`src/rtl/sys_master_arbiter.sv`:
```
// sys_master_arbiter
// Shares one AXI4 master port (m_axi_*) between two upstream masters
// (s0_axi_*, s1_axi_*). Write and read channels each have their own
// round-robin FSM, and a grant is held for a whole transaction:
//   write: IDLE -> AW -> W -> B -> IDLE
//   read : IDLE -> AR -> R -> IDLE
// Only one transaction is outstanding per direction, so IDs pass through unchanged.
// Ports:
//   clk_i, rst_ni            clock, asynchronous active-low reset
//   s0_axi_*, s1_axi_*       full AXI4 slave bundles (upstream masters)
//   m_axi_*                  full AXI4 master bundle (to the crossbar)
//   wr_grant_o, rd_grant_o   one-hot current owner, 2'b00 when idle
// Optional feature, macro SYS_MASTER_ARBITER_STATS_EN:
//   wr_grant_cnt_o, rd_grant_cnt_o  saturating per-master grant counters
module sys_master_arbiter #(
    parameter int ADDR_WIDTH = 32,
    parameter int DATA_WIDTH = 32,
    parameter int ID_WIDTH   = 2
) (
    input  logic clk_i,
    input  logic rst_ni,
    // upstream master 0
    input  logic [ID_WIDTH-1:0] s0_axi_awid, input logic [ADDR_WIDTH-1:0] s0_axi_awaddr, input logic [7:0] s0_axi_awlen,
    input  logic [2:0] s0_axi_awsize, input logic [1:0] s0_axi_awburst, input logic s0_axi_awlock,
    input  logic [3:0] s0_axi_awcache, input logic [2:0] s0_axi_awprot, input logic [3:0] s0_axi_awqos,
    input  logic s0_axi_awvalid, output logic s0_axi_awready,
    input  logic [DATA_WIDTH-1:0] s0_axi_wdata, input logic [DATA_WIDTH/8-1:0] s0_axi_wstrb, input logic s0_axi_wlast,
    input  logic s0_axi_wvalid, output logic s0_axi_wready,
    output logic [ID_WIDTH-1:0] s0_axi_bid, output logic [1:0] s0_axi_bresp, output logic s0_axi_bvalid, input logic s0_axi_bready,
    input  logic [ID_WIDTH-1:0] s0_axi_arid, input logic [ADDR_WIDTH-1:0] s0_axi_araddr, input logic [7:0] s0_axi_arlen,
    input  logic [2:0] s0_axi_arsize, input logic [1:0] s0_axi_arburst, input logic s0_axi_arlock,
    input  logic [3:0] s0_axi_arcache, input logic [2:0] s0_axi_arprot, input logic [3:0] s0_axi_arqos,
    input  logic s0_axi_arvalid, output logic s0_axi_arready,
    output logic [ID_WIDTH-1:0] s0_axi_rid, output logic [DATA_WIDTH-1:0] s0_axi_rdata, output logic [1:0] s0_axi_rresp,
    output logic s0_axi_rlast, output logic s0_axi_rvalid, input logic s0_axi_rready,
    // upstream master 1
    input  logic [ID_WIDTH-1:0] s1_axi_awid, input logic [ADDR_WIDTH-1:0] s1_axi_awaddr, input logic [7:0] s1_axi_awlen,
    input  logic [2:0] s1_axi_awsize, input logic [1:0] s1_axi_awburst, input logic s1_axi_awlock,
    input  logic [3:0] s1_axi_awcache, input logic [2:0] s1_axi_awprot, input logic [3:0] s1_axi_awqos,
    input  logic s1_axi_awvalid, output logic s1_axi_awready,
    input  logic [DATA_WIDTH-1:0] s1_axi_wdata, input logic [DATA_WIDTH/8-1:0] s1_axi_wstrb, input logic s1_axi_wlast,
    input  logic s1_axi_wvalid, output logic s1_axi_wready,
    output logic [ID_WIDTH-1:0] s1_axi_bid, output logic [1:0] s1_axi_bresp, output logic s1_axi_bvalid, input logic s1_axi_bready,
    input  logic [ID_WIDTH-1:0] s1_axi_arid, input logic [ADDR_WIDTH-1:0] s1_axi_araddr, input logic [7:0] s1_axi_arlen,
    input  logic [2:0] s1_axi_arsize, input logic [1:0] s1_axi_arburst, input logic s1_axi_arlock,
    input  logic [3:0] s1_axi_arcache, input logic [2:0] s1_axi_arprot, input logic [3:0] s1_axi_arqos,
    input  logic s1_axi_arvalid, output logic s1_axi_arready,
    output logic [ID_WIDTH-1:0] s1_axi_rid, output logic [DATA_WIDTH-1:0] s1_axi_rdata, output logic [1:0] s1_axi_rresp,
    output logic s1_axi_rlast, output logic s1_axi_rvalid, input logic s1_axi_rready,
    // downstream master port
    output logic [ID_WIDTH-1:0] m_axi_awid, output logic [ADDR_WIDTH-1:0] m_axi_awaddr, output logic [7:0] m_axi_awlen,
    output logic [2:0] m_axi_awsize, output logic [1:0] m_axi_awburst, output logic m_axi_awlock,
    output logic [3:0] m_axi_awcache, output logic [2:0] m_axi_awprot, output logic [3:0] m_axi_awqos,
    output logic m_axi_awvalid, input logic m_axi_awready,
    output logic [DATA_WIDTH-1:0] m_axi_wdata, output logic [DATA_WIDTH/8-1:0] m_axi_wstrb, output logic m_axi_wlast,
    output logic m_axi_wvalid, input logic m_axi_wready,
    input  logic [ID_WIDTH-1:0] m_axi_bid, input logic [1:0] m_axi_bresp, input logic m_axi_bvalid, output logic m_axi_bready,
    output logic [ID_WIDTH-1:0] m_axi_arid, output logic [ADDR_WIDTH-1:0] m_axi_araddr, output logic [7:0] m_axi_arlen,
    output logic [2:0] m_axi_arsize, output logic [1:0] m_axi_arburst, output logic m_axi_arlock,
    output logic [3:0] m_axi_arcache, output logic [2:0] m_axi_arprot, output logic [3:0] m_axi_arqos,
    output logic m_axi_arvalid, input logic m_axi_arready,
    input  logic [ID_WIDTH-1:0] m_axi_rid, input logic [DATA_WIDTH-1:0] m_axi_rdata, input logic [1:0] m_axi_rresp,
    input  logic m_axi_rlast, input logic m_axi_rvalid, output logic m_axi_rready,
    // grant status
    output logic [1:0] wr_grant_o,
    output logic [1:0] rd_grant_o
`ifdef SYS_MASTER_ARBITER_STATS_EN
    ,
    output logic [1:0][31:0] wr_grant_cnt_o,
    output logic [1:0][31:0] rd_grant_cnt_o
`endif
);

    localparam int AX_BITS = ID_WIDTH + ADDR_WIDTH + 25;
    localparam int W_BITS  = DATA_WIDTH + DATA_WIDTH / 8 + 1;

    typedef enum logic [1:0] {W_IDLE = 2'd0, W_AW = 2'd1, W_W = 2'd2, W_B = 2'd3} wr_state_e;
    typedef enum logic [1:0] {R_IDLE = 2'd0, R_AR = 2'd1, R_R = 2'd2} rd_state_e;

    // Round-robin choice: a tie goes to the master that was not granted last.
    function automatic logic rr_pick(input logic req0, input logic req1, input logic last);
        if (req0 && req1) begin
            rr_pick = ~last;
        end else if (req1) begin
            rr_pick = 1'b1;
        end else begin
            rr_pick = 1'b0;
        end
    endfunction

    wr_state_e wr_state_r, wr_state_nxt_s;
    rd_state_e rd_state_r, rd_state_nxt_s;
    logic [1:0] wr_grant_r, wr_grant_nxt_s, rd_grant_r, rd_grant_nxt_s;
    logic       wr_last_r, wr_last_nxt_s, rd_last_r, rd_last_nxt_s;
    logic       wr_pick_s, rd_pick_s;

    // Owner bit: 1 means s1 holds the channel (meaningful only outside IDLE).
    logic wr_own_s, rd_own_s;
    logic aw_sel_s, w_sel_s, b_sel_s, ar_sel_s, r_sel_s;
    logic [AX_BITS-1:0] s0_aw_s, s1_aw_s, s0_ar_s, s1_ar_s;
    logic [W_BITS-1:0]  s0_w_s, s1_w_s;

    assign wr_own_s = wr_grant_r[1];
    assign rd_own_s = rd_grant_r[1];
    assign aw_sel_s = (wr_state_r == W_AW);
    assign w_sel_s  = (wr_state_r == W_W);
    assign b_sel_s  = (wr_state_r == W_B);
    assign ar_sel_s = (rd_state_r == R_AR);
    assign r_sel_s  = (rd_state_r == R_R);

    assign wr_grant_o = wr_grant_r;
    assign rd_grant_o = rd_grant_r;

    assign s0_aw_s = {s0_axi_awid, s0_axi_awaddr, s0_axi_awlen, s0_axi_awsize, s0_axi_awburst,
                      s0_axi_awlock, s0_axi_awcache, s0_axi_awprot, s0_axi_awqos};
    assign s1_aw_s = {s1_axi_awid, s1_axi_awaddr, s1_axi_awlen, s1_axi_awsize, s1_axi_awburst,
                      s1_axi_awlock, s1_axi_awcache, s1_axi_awprot, s1_axi_awqos};
    assign s0_ar_s = {s0_axi_arid, s0_axi_araddr, s0_axi_arlen, s0_axi_arsize, s0_axi_arburst,
                      s0_axi_arlock, s0_axi_arcache, s0_axi_arprot, s0_axi_arqos};
    assign s1_ar_s = {s1_axi_arid, s1_axi_araddr, s1_axi_arlen, s1_axi_arsize, s1_axi_arburst,
                      s1_axi_arlock, s1_axi_arcache, s1_axi_arprot, s1_axi_arqos};
    assign s0_w_s  = {s0_axi_wdata, s0_axi_wstrb, s0_axi_wlast};
    assign s1_w_s  = {s1_axi_wdata, s1_axi_wstrb, s1_axi_wlast};

    // Request channels: only the owner in the matching phase reaches m_axi;
    // everything is zero otherwise, so early W from a non-owner stalls.
    assign {m_axi_awid, m_axi_awaddr, m_axi_awlen, m_axi_awsize, m_axi_awburst, m_axi_awlock,
            m_axi_awcache, m_axi_awprot, m_axi_awqos} = aw_sel_s ? (wr_own_s ? s1_aw_s : s0_aw_s) : {AX_BITS{1'b0}};
    assign m_axi_awvalid  = aw_sel_s & (wr_own_s ? s1_axi_awvalid : s0_axi_awvalid);
    assign s0_axi_awready = aw_sel_s & ~wr_own_s & m_axi_awready;
    assign s1_axi_awready = aw_sel_s &  wr_own_s & m_axi_awready;

    assign {m_axi_wdata, m_axi_wstrb, m_axi_wlast} = w_sel_s ? (wr_own_s ? s1_w_s : s0_w_s) : {W_BITS{1'b0}};
    assign m_axi_wvalid  = w_sel_s & (wr_own_s ? s1_axi_wvalid : s0_axi_wvalid);
    assign s0_axi_wready = w_sel_s & ~wr_own_s & m_axi_wready;
    assign s1_axi_wready = w_sel_s &  wr_own_s & m_axi_wready;

    assign {m_axi_arid, m_axi_araddr, m_axi_arlen, m_axi_arsize, m_axi_arburst, m_axi_arlock,
            m_axi_arcache, m_axi_arprot, m_axi_arqos} = ar_sel_s ? (rd_own_s ? s1_ar_s : s0_ar_s) : {AX_BITS{1'b0}};
    assign m_axi_arvalid  = ar_sel_s & (rd_own_s ? s1_axi_arvalid : s0_axi_arvalid);
    assign s0_axi_arready = ar_sel_s & ~rd_own_s & m_axi_arready;
    assign s1_axi_arready = ar_sel_s &  rd_own_s & m_axi_arready;

    // Response channels: routed to the owner only, zeros elsewhere.
    assign m_axi_bready  = b_sel_s & (wr_own_s ? s1_axi_bready : s0_axi_bready);
    assign s0_axi_bvalid = b_sel_s & ~wr_own_s & m_axi_bvalid;
    assign s1_axi_bvalid = b_sel_s &  wr_own_s & m_axi_bvalid;
    assign s0_axi_bid    = (b_sel_s & ~wr_own_s) ? m_axi_bid   : {ID_WIDTH{1'b0}};
    assign s1_axi_bid    = (b_sel_s &  wr_own_s) ? m_axi_bid   : {ID_WIDTH{1'b0}};
    assign s0_axi_bresp  = (b_sel_s & ~wr_own_s) ? m_axi_bresp : 2'b00;
    assign s1_axi_bresp  = (b_sel_s &  wr_own_s) ? m_axi_bresp : 2'b00;

    assign m_axi_rready  = r_sel_s & (rd_own_s ? s1_axi_rready : s0_axi_rready);
    assign s0_axi_rvalid = r_sel_s & ~rd_own_s & m_axi_rvalid;
    assign s1_axi_rvalid = r_sel_s &  rd_own_s & m_axi_rvalid;
    assign s0_axi_rid    = (r_sel_s & ~rd_own_s) ? m_axi_rid   : {ID_WIDTH{1'b0}};
    assign s1_axi_rid    = (r_sel_s &  rd_own_s) ? m_axi_rid   : {ID_WIDTH{1'b0}};
    assign s0_axi_rdata  = (r_sel_s & ~rd_own_s) ? m_axi_rdata : {DATA_WIDTH{1'b0}};
    assign s1_axi_rdata  = (r_sel_s &  rd_own_s) ? m_axi_rdata : {DATA_WIDTH{1'b0}};
    assign s0_axi_rresp  = (r_sel_s & ~rd_own_s) ? m_axi_rresp : 2'b00;
    assign s1_axi_rresp  = (r_sel_s &  rd_own_s) ? m_axi_rresp : 2'b00;
    assign s0_axi_rlast  = r_sel_s & ~rd_own_s & m_axi_rlast;
    assign s1_axi_rlast  = r_sel_s &  rd_own_s & m_axi_rlast;

    // Write FSM next state, grant and round-robin pointer
    always_comb begin
        wr_state_nxt_s = wr_state_r;
        wr_grant_nxt_s = wr_grant_r;
        wr_last_nxt_s  = wr_last_r;
        wr_pick_s      = rr_pick(s0_axi_awvalid, s1_axi_awvalid, wr_last_r);
        case (wr_state_r)
            W_IDLE: begin
                if (s0_axi_awvalid || s1_axi_awvalid) begin
                    wr_state_nxt_s = W_AW;
                    wr_grant_nxt_s = wr_pick_s ? 2'b10 : 2'b01;
                    wr_last_nxt_s  = wr_pick_s;
                end else begin
                    wr_state_nxt_s = W_IDLE;
                end
            end
            W_AW: begin
                if (m_axi_awvalid && m_axi_awready) begin
                    wr_state_nxt_s = W_W;
                end else begin
                    wr_state_nxt_s = W_AW;
                end
            end
            W_W: begin
                if (m_axi_wvalid && m_axi_wready && m_axi_wlast) begin
                    wr_state_nxt_s = W_B;
                end else begin
                    wr_state_nxt_s = W_W;
                end
            end
            W_B: begin
                if (m_axi_bvalid && m_axi_bready) begin
                    wr_state_nxt_s = W_IDLE;
                    wr_grant_nxt_s = 2'b00;
                end else begin
                    wr_state_nxt_s = W_B;
                end
            end
            default: begin
                wr_state_nxt_s = W_IDLE;
                wr_grant_nxt_s = 2'b00;
            end
        endcase
    end

    // Read FSM next state, grant and round-robin pointer
    always_comb begin
        rd_state_nxt_s = rd_state_r;
        rd_grant_nxt_s = rd_grant_r;
        rd_last_nxt_s  = rd_last_r;
        rd_pick_s      = rr_pick(s0_axi_arvalid, s1_axi_arvalid, rd_last_r);
        case (rd_state_r)
            R_IDLE: begin
                if (s0_axi_arvalid || s1_axi_arvalid) begin
                    rd_state_nxt_s = R_AR;
                    rd_grant_nxt_s = rd_pick_s ? 2'b10 : 2'b01;
                    rd_last_nxt_s  = rd_pick_s;
                end else begin
                    rd_state_nxt_s = R_IDLE;
                end
            end
            R_AR: begin
                if (m_axi_arvalid && m_axi_arready) begin
                    rd_state_nxt_s = R_R;
                end else begin
                    rd_state_nxt_s = R_AR;
                end
            end
            R_R: begin
                if (m_axi_rvalid && m_axi_rready && m_axi_rlast) begin
                    rd_state_nxt_s = R_IDLE;
                    rd_grant_nxt_s = 2'b00;
                end else begin
                    rd_state_nxt_s = R_R;
                end
            end
            default: begin
                rd_state_nxt_s = R_IDLE;
                rd_grant_nxt_s = 2'b00;
            end
        endcase
    end

    // FSM state, grant and pointer registers; pointers reset to s1 so s0 wins the first tie
    always_ff @(posedge clk_i or negedge rst_ni) begin
        if (!rst_ni) begin
            wr_state_r <= W_IDLE;
            wr_grant_r <= 2'b00;
            wr_last_r  <= 1'b1;
            rd_state_r <= R_IDLE;
            rd_grant_r <= 2'b00;
            rd_last_r  <= 1'b1;
        end else begin
            wr_state_r <= wr_state_nxt_s;
            wr_grant_r <= wr_grant_nxt_s;
            wr_last_r  <= wr_last_nxt_s;
            rd_state_r <= rd_state_nxt_s;
            rd_grant_r <= rd_grant_nxt_s;
            rd_last_r  <= rd_last_nxt_s;
        end
    end

`ifdef SYS_MASTER_ARBITER_STATS_EN
    function automatic logic [31:0] sat_inc(input logic [31:0] v);
        sat_inc = (v == 32'hFFFF_FFFF) ? v : v + 32'd1;
    endfunction

    // Saturating per-master grant counters, bumped on each IDLE exit
    always_ff @(posedge clk_i or negedge rst_ni) begin
        if (!rst_ni) begin
            wr_grant_cnt_o <= {32'd0, 32'd0};
            rd_grant_cnt_o <= {32'd0, 32'd0};
        end else begin
            if ((wr_state_r == W_IDLE) && (s0_axi_awvalid || s1_axi_awvalid)) begin
                wr_grant_cnt_o[wr_pick_s] <= sat_inc(wr_grant_cnt_o[wr_pick_s]);
            end
            if ((rd_state_r == R_IDLE) && (s0_axi_arvalid || s1_axi_arvalid)) begin
                rd_grant_cnt_o[rd_pick_s] <= sat_inc(rd_grant_cnt_o[rd_pick_s]);
            end
        end
    end
`endif

endmodule

```
`config.mk`:
```
export PLATFORM = sky130hd
export DESIGN_NAME = sys_master_arbiter
export DESIGN_NICKNAME = d
export VERILOG_FILES = /design/src/rtl/sys_master_arbiter.sv
export SDC_FILE = /design/constraint.sdc
export NUM_CORES = 1
export LEC_CHECK = 0
export CAP_MARGIN = 30
export CORE_AREA = 2 2 245 247
export DETAILED_ROUTE_END_ITERATION = 16
export DIE_AREA = 0 0 247 249
export MAX_ROUTING_LAYER = met4
export PLACE_DENSITY_LB_ADDON = 0.25
export SLEW_MARGIN = 5
export SYNTH_ARGS = -nofsm -noshare
export SYNTH_HDL_FRONTEND = slang
export SYNTH_SLANG_ARGS = --single-unit
```
`constraint.sdc`:
```
create_clock -name clk_i -period 2.9 [get_ports clk_i]
set_input_delay 0.29 -clock clk_i [delete_from_list [all_inputs] [get_ports clk_i]]
set_output_delay 0.29 -clock clk_i [all_outputs]
set_load 0.02 [all_outputs]
```
Word-level counts from Yosys, hierarchy flattened
Index checks and enable logic that the tools add are counted.

Reductions and logical operators: 18. Multiplexer cells: 42. Equality and inequality tests: 9. Bitwise gates (word level): 32.

Operators by type and width (number): $mux W59 (4); $mux W37 (2); $mux W32 (2); $mux W2 (18); $and A1 B1 Y1 (27); $mux W1 (12); $pmux W2 S3 (2); $logic_and A1 B1 Y1 (9); $pmux W2 S4 (1); $eq A2 B2 Y1 const B (3); $reduce_and A3 Y1 (2); $not A1 Y1 (5); $eq A2 B1 Y1 const B (2); $logic_not A2 Y1 (2); $ne A2 B1 Y1 const B (2); $ne A2 B2 Y1 const B (2); $pmux W2 S2 (1); $reduce_and A2 Y1 (2); $logic_or A1 B1 Y1 (2); $reduce_bool A2 Y1 (1).

Logic and storage cells: 107. Input port bits: 368. Output and inout bits: 256. Register bits: 10.

Longest topological paths before layout
Gate-level depths: netlist of the first run.

Depth after elaboration: 6. Gate-level depth with buffers: 6.

Worst setup path after synthesis of the first run
Ideal clock, no wire load.

Path kind: register to output. From: register wr_state_r[0]. To: output port m_axi_wdata[21]. Path slack: 1.140 ns. Path buffers: 2. Arrival: 1.470 ns. Cell stages (with the launch flop): 6. Cell sequence: dfrtp_1 inv_1 ha_1 buf_1 clkbuf_1 nor2b_1.

Longest elaborated chain between the ends: 2.

Ends and longest elaborated chain: start, declared (line 91) `wr_state_e wr_state_r, wr_state_nxt_s;`; start signal, assigned (line 258) `wr_state_r <= wr_state_nxt_s;`; $eq A2 B2 Y1 (line 106) `assign w_sel_s = (wr_state_r == W_W);`; $mux W37 (line 133) `assign {m_axi_wdata, m_axi_wstrb, m_axi_wlast} = w_sel_s ? (wr_own_s ? s1_w_s : s0_w_s) : {W_BITS{1'b0}};`; end, declared (line 55) `output logic [DATA_WIDTH-1:0] m_axi_wdata, output logic [DATA_WIDTH/8-1:0] m_axi_wstrb, output logic m_axi_wla ...`.

No other way between the ends.

Worst setup path in the final report of the first run
From: register rd_grant_r[1] (netlist: rd_grant_o[1]). To: output port m_axi_araddr[28].

Longest elaborated chain between the ends: 2.

Ends and longest elaborated chain: start, declared (line 93) `logic [1:0] wr_grant_r, wr_grant_nxt_s, rd_grant_r, rd_grant_nxt_s;`; start signal, assigned (line 262) `rd_grant_r <= rd_grant_nxt_s;`; $mux W59 (2 in series) (line 139) `m_axi_arcache, m_axi_arprot, m_axi_arqos} = ar_sel_s ? (rd_own_s ? s1_ar_s : s0_ar_s) : {AX_BITS{1'b0}};`; end, declared (line 58) `output logic [ID_WIDTH-1:0] m_axi_arid, output logic [ADDR_WIDTH-1:0] m_axi_araddr, output logic [7:0] m_axi_a ...`.

No other way between the ends.

==> results of run 1 <==
==> stage by stage <==
| stage | hold WS, ns | power [mW] | cells |
|---|---|---|---|
| after floorplan | -0.005591 | 3.924 | 463 |
| after global placement | 0.5192 | 7.061 | 1827 |
| after detailed placement | 0.5193 | 7.010 | 1827 |
| after CTS | 0.4798 | 7.323 | 1831 |
| after global routing | 0.5137 | 7.651 | 1832 |
| final | 0.4625 | 7.202 | 1832 |
==> cells in the mapped netlist <==
master,number
a211oi_1,2
a21oi_1,7
a22o_1,60
a311oi_1,1
a31o_2,1
a31oi_1,3
a32oi_1,1
and2_1,84
and3_1,7
buf_1,1
buf_2,17
buf_4,4
buf_6,7
clkbuf_1,13
clkbuf_2,4
dfrtp_1,8
dfstp_2,2
ha_1,5
inv_1,5
inv_2,1
mux2_2,4
mux2i_1,99
nand2_1,8
nand2b_1,1
nand2b_4,1
nand3_1,1
nor2_1,10
nor2b_1,99
nor3_1,2
nor3b_2,1
nor3b_4,1
o21ai_1,1
o22ai_1,1
o32ai_1,1
==> final cells by class <==
type | count | share of cell area [%]
repair buffers | 637 | 59.37
inverters | 6 | 0.2082
well taps | 773 | 8.940
clock buffers | 4 | 0.7286
flip-flops and latches | 10 | 2.371
multi-input cells | 401 | 28.36
diodes | 1 | 0.02313
==> kinds of logic (layout without fill, tap and decap cells) <==
kind of cell | after synthesis | after routing | synth area share [%]
mux | 103 | 103 | 28.75
other cells | 0 | 1 | 0
flops | 10 | 10 | 7.014
compound gates | 78 | 78 | 17.78
simple gates | 215 | 215 | 36.70
buf+inv | 52 | 647 | 8.021
fa+ha+maj | 5 | 5 | 1.736
==> layout by cell type (no fill, tap or decap) <==
cell type	netlist	layout
mux2i_1	99	99
and2_1	84	84
a22o_1	60	60
clkbuf_1	13	1
nand2b_4	1	1
ha_1	5	5
a32oi_1	1	1
nand2b_1	1	1
inv_1	5	5
nand3_1	1	1
o32ai_1	1	1
o22ai_1	1	1
a21oi_1	7	7
dfrtp_1	8	7
a31oi_1	3	3
and3_1	7	7
buf_12	0	7
nor2b_1	99	99
clkdlybuf4s50_1	0	621
nor2_1	10	10
clkbuf_16	0	3
mux2_2	4	4
a31o_2	1	1
dfrtp_4	0	1
nand2_1	8	8
dfstp_2	2	2
a211oi_1	2	2
a311oi_1	1	1
inv_2	1	1
nor3_1	2	2
diode_2	0	1
o21ai_1	1	1
nor3b_4	1	2
buf_4	4	9
==> registers in the layout, summed over array words and instances (netlist names) <==
register	cells
wr_state_r	2
wr_grant_o	2
rd_state_r	2
rd_last_r	1
wr_last_r	1
rd_grant_o	2
==> worst min-delay path by stage <==
| stage | from | endpoint | slack, ns |
|---|---|---|---|
| after floorplan | rst_ni | rd_grant_o[0] | -0.006 |
| after global routing | rst_ni | rd_grant_o[1] | 0.51 |
| after detailed placement | wr_last_r | wr_last_r | 0.52 |
| final | rst_ni | rd_grant_o[1] | 0.46 |
| after global placement | wr_last_r | wr_last_r | 0.52 |
| after CTS | rst_ni | rd_grant_o[1] | 0.48 |
==> per-layer routing <==
| layer | global-route usage [%] | up-vias | part of all wire [%] |
|---|---|---|---|
| met5 | - | - | 0 |
| met4 | 1.532 | 0 | 1.4 |
| met3 | 2.446 | 14 | 10 |
| met2 | 16.09 | 381 | 53 |
| met1 | 7.648 | 2549 | 35 |
| li1 | - | 2813 | - |
==> worst max-delay path: cells and delay by family (launching register included) <==
family	cells	cell delay [ns]
buffers and inverters	3	1.00
DFF	1	0.52
and+or+nand+nor	1	0.30
AOI/OAI and AO/OA	1	0.22
==> power groups by stage <==
stage / Clock, mW / Sequential, mW / Combinational, mW
after floorplan: 0 / 0.283 / 3.64
final: 0.263 / 0.359 / 6.58
after global routing: 0.291 / 0.381 / 6.98
after detailed placement: 0 / 0.366 / 6.64
after CTS: 0.283 / 0.365 / 6.67
after global placement: 0 / 0.363 / 6.70
==> results.cfg, run 1 <==
[setup_path]
cpPeakStageDelay_ns = 0.63
r2r_slack_ns = 0.91
path_max_fanout = 42
critPathCapture = m_axi_araddr[28]
cp-startpoint = rd_grant_o[1]
arrival_ns = 2.31
critical_path_class = reg2out
cp.required_ns = 2.61
critPathCaptureType = output port
path_cells = inv_2, nor3b_4, buf_12, a22o_1, clkdlybuf4s50_1
worstRegToRegCells = 5
r2r_end = wr_grant_o[1]
crit_path_top_delay_cell = clkdlybuf4s50_1
critPathLaunchType = register
r2r_start = wr_grant_o[1]

[power]
seqPwrFrac_pct = 5.0
p_comb_share_pct = 91.4
power.density_mw_per_mm2 = 665.6
clockPowerShare_pct = 3.6
static-leakage-power_nw = 3.925
ir_worst_vdd_v = 0.0004441
p_int_mw = 3.781
p_switching_mw = 3.420
switching_share_pct = 47.49

[routing]
ant_nets = 0
first_pass_iters = 4
wl_per_cell_um = 14.64
routed_wl_mm = 26.82
drc = 0
dr_total_vias = 5757
vias_per_cell = 3.142
drt-initial-drc-count = 88

[placed_design]
gp_congestion = 0.8395
hpwl_mm = 23.47
dp_worst_setup_slack_ns = 0.5792
place_area_mm2 = 0.01074
portBuffers = 623

[global_routing]
overflow = 0
grt_pass1_vias = 6155
grt_pass1_wl_mm = 36.58
grt_max_degree = 65
grt_usage_pct = 8.151
antenna_found_initial = 2

[sta]
slew_violations = 0
setup_tns_ns = 0
finalSetupViolCount = 0
fin_crit_ns = 2.598
skew_ns = 0.0003577
tightest_slew_ns = 0.6943
fmax_ghz = 0.3849
setup_ws_ns = 0.3018
rsz0062_at_grt = false
timing.final.hold_violations = 0
max-slew-margin-rel_pct = 53.57
fin_crit_sh_pct = 89.59

[clocking]
cts.sinks = 10
postCtsSetupBuffers = 0
max-clock-path-buffers = 2
cts_root_buffer = clkbuf_16
clkTransAtPathRegs_ns = 0.04
insertion_delay_ns = 0.25
post_cts_resized = 0
htreeDepth = 1
cts_tree = yes
numCtsBuffers = 3
postCtsHoldBufs = 0

[final_layout]
fin_util_pct = 18.44
multi_input_area_mm2 = 0.003068
regArea_um2 = 256.5
final.fill_count = 6504
drive_above_1_share_pct = 2.930
area_delta_synth_final_pct = 200.2
nNetsFinal = 1432
fin_area_mm2 = 0.01082

[hold_path]
min_path_type = in2async

[floorplan]
die-width_um = 247
initial_core_util_pct = 6.140
die_y_um = 249
io_pins = 624
rows = 89
dieArea_mm2 = 0.06150
core_mm2 = 0.05869

[synthesis]
synth_top_cell_by_area = mux2i_1
yosysTopAreaCellShare_pct = 27.50
ys_top_cells_by_area = mux2i_1, nor2b_1, a22o_1
syn_area_per_cell_um2 = 7.783
synthCells = 463
synth_area_mm2 = 0.003603
ys_seq_area_share_pct = 7.014
synth_nets = 836
synthDistinctLibCells = 34
postSynthRegisterBits = 10
yosys_warnings = 0

[job]
cap_viol_max_count = 0

[run_status]
status = finished, final reports clean
Power figures use the tool's default switching activity.
==> run 2: changes to the inputs <==
--- a/config.mk
+++ b/config.mk
@@ -15,3 +15,4 @@
 export SYNTH_ARGS = -nofsm -noshare
 export SYNTH_HDL_FRONTEND = slang
 export SYNTH_SLANG_ARGS = --single-unit
+export TNS_END_PERCENT = 30
==> results of run 2 <==
The final DEF is identical to that of run 1; final timing and power are the same.
==> run 3: changes to the inputs <==
==> constraint.sdc (replaced) <==
create_clock -name clk_i -period 3.3 [get_ports clk_i]
set_input_delay 0.33 -clock clk_i [delete_from_list [all_inputs] [get_ports clk_i]]
set_output_delay 0.33 -clock clk_i [all_outputs]
set_load 0.02 [all_outputs]
==> results.cfg, run 3 (synthesized netlist as in run 1, its figures left out) <==
[clocking]
numCtsBuffers = 3
cts_root_buffer = clkbuf_16
clkTransAtPathRegs_ns = 0.05
postCtsSetupBuffers = 0
max-clock-path-buffers = 2
cts.sinks = 10
insertion_delay_ns = 0.25
post_cts_resized = 0
postCtsHoldBufs = 0
htreeDepth = 1
cts_tree = yes

[sta]
tightest_slew_ns = 0.6747
slew_violations = 0
rsz0062_at_grt = false
fin_crit_sh_pct = 80.41
finalSetupViolCount = 0
timing.final.hold_violations = 0
fin_crit_ns = 2.654
max-slew-margin-rel_pct = 54.88
skew_ns = 0.0004569
holdWs_ns = 0.4850
fmax_ghz = 0.3768
setup_tns_ns = 0

[routing]
drt-initial-drc-count = 103
vias_per_cell = 3.170
ant_nets = 0
drc = 0
first_pass_iters = 4
wl_per_cell_um = 14.96
routed_wl_mm = 27.31
dr_total_vias = 5789

[placed_design]
gp_congestion = 0.8278
dp.cells = 1822
hpwl_mm = 23.60
portBuffers = 623

[power]
p_comb_share_pct = 90.6
p_int_mw = 3.271
seqPwrFrac_pct = 5.5
power.density_mw_per_mm2 = 583.6
static-leakage-power_nw = 3.888
ir_worst_vdd_v = 0.0003328
switching_share_pct = 47.91
clockPowerShare_pct = 3.8
p_switching_mw = 3.008

[global_routing]
overflow = 0
antenna_found_initial = 0
grt_usage_pct = 8.251
grt_pass1_wl_mm = 37.27
grt_max_degree = 65
grt_pass1_vias = 6066

[final_layout]
num_antenna_cells = 0
drive_above_1_share_pct = 2.279
regArea_um2 = 256.5
area_delta_synth_final_pct = 198.6
multi_input_area_mm2 = 0.003068
final_cell_mix = clkdlybuf4s50_1, mux2i_1, nor2b_1
stdcell_count = 1826
nNetsFinal = 1427
final.fill_count = 6537
layout_commonest_cell = clkdlybuf4s50_1

[setup_path]
r2r_slack_ns = 1.42
critPathCaptureType = output port
cp.required_ns = 2.97
critPathLaunchType = register
path_max_fanout = 61
arrival_ns = 2.32
critical_path_class = reg2out

[hold_path]
min_path_type = in2async

[floorplan]
io_pins = 624
initial_core_util_pct = 6.140
die_y_um = 249
core_mm2 = 0.05869
die-width_um = 247
dieArea_mm2 = 0.06150
rows = 89

[run_status]
status = finished, final reports clean

[job]
cap_viol_max_count = 0
[run 3: per-layer routing]
metal | wire length (um) | vias up | track usage [%] | share of wire, %
li1 | - | 2800 | - | -
met1 | 9933 | 2609 | 8.037 | 36
met2 | 14680 | 372 | 16.36 | 54
met3 | 2541 | 8 | 2.230 | 9.3
met4 | 156 | 0 | 0.9983 | 0.57
met5 | 0 | - | - | 0
[run 3: per-stage QoR]
stage | total power, mW | setup slack, ns | util (%) | area (um^2)
2_1_floorplan | 3.448 | 1.500 | - | 3603
3_3_place_gp | 6.129 | 0.8701 | 18.20 | 10680
3_5_place_dp | 6.112 | 0.8545 | 18.20 | 10680
4_1_cts | 6.388 | 0.5707 | 18.33 | 10760
5_1_grt | 6.645 | 0.5000 | 18.33 | 10760
6_report | 6.279 | 0.6463 | 18.33 | 10760
[run 3: worst paths after layout]
kind | start | end | cells past startpoint
worst max-delay path | rd_grant_o[1] | m_axi_arburst[1] | 5
worst min-delay path | rst_ni | rd_grant_o[1] | 1
worst max register to register | wr_grant_o[1] | wr_grant_o[1] | 4
worst min register to register | wr_grant_o[0] | wr_grant_o[0] | 1
max in group asynchronous | rst_ni | wr_grant_o[1] | 1
min in group clk_i | wr_grant_o[0] | wr_grant_o[0] | 1
[run 3: critical path, cell delays in order, from the launching register on]
cell	delay, ns
dfrtp_1	0.53
inv_2	0.11
nor3b_4	0.24
buf_12	0.29
a22o_1	0.22
clkdlybuf4s50_1	0.62
[run 3: final cells by class]
type / count / share of cell area [%]
clock buffer: 4 / 0.7326
inverter: 6 / 0.2093
multi-input combinational: 401 / 28.51
sequential: 10 / 2.384
tap: 773 / 8.989
timing repair buffer: 632 / 59.17
[run 3: power groups by stage]
stage / registers (mW) / logic (mW) / clock network [mW]
after floorplan: 0.248 / 3.20 / 0
after global placement: 0.346 / 5.78 / 0
after detailed placement: 0.352 / 5.76 / 0
after CTS: 0.353 / 5.78 / 0.254
after global routing: 0.367 / 6.02 / 0.262
final: 0.346 / 5.69 / 0.241
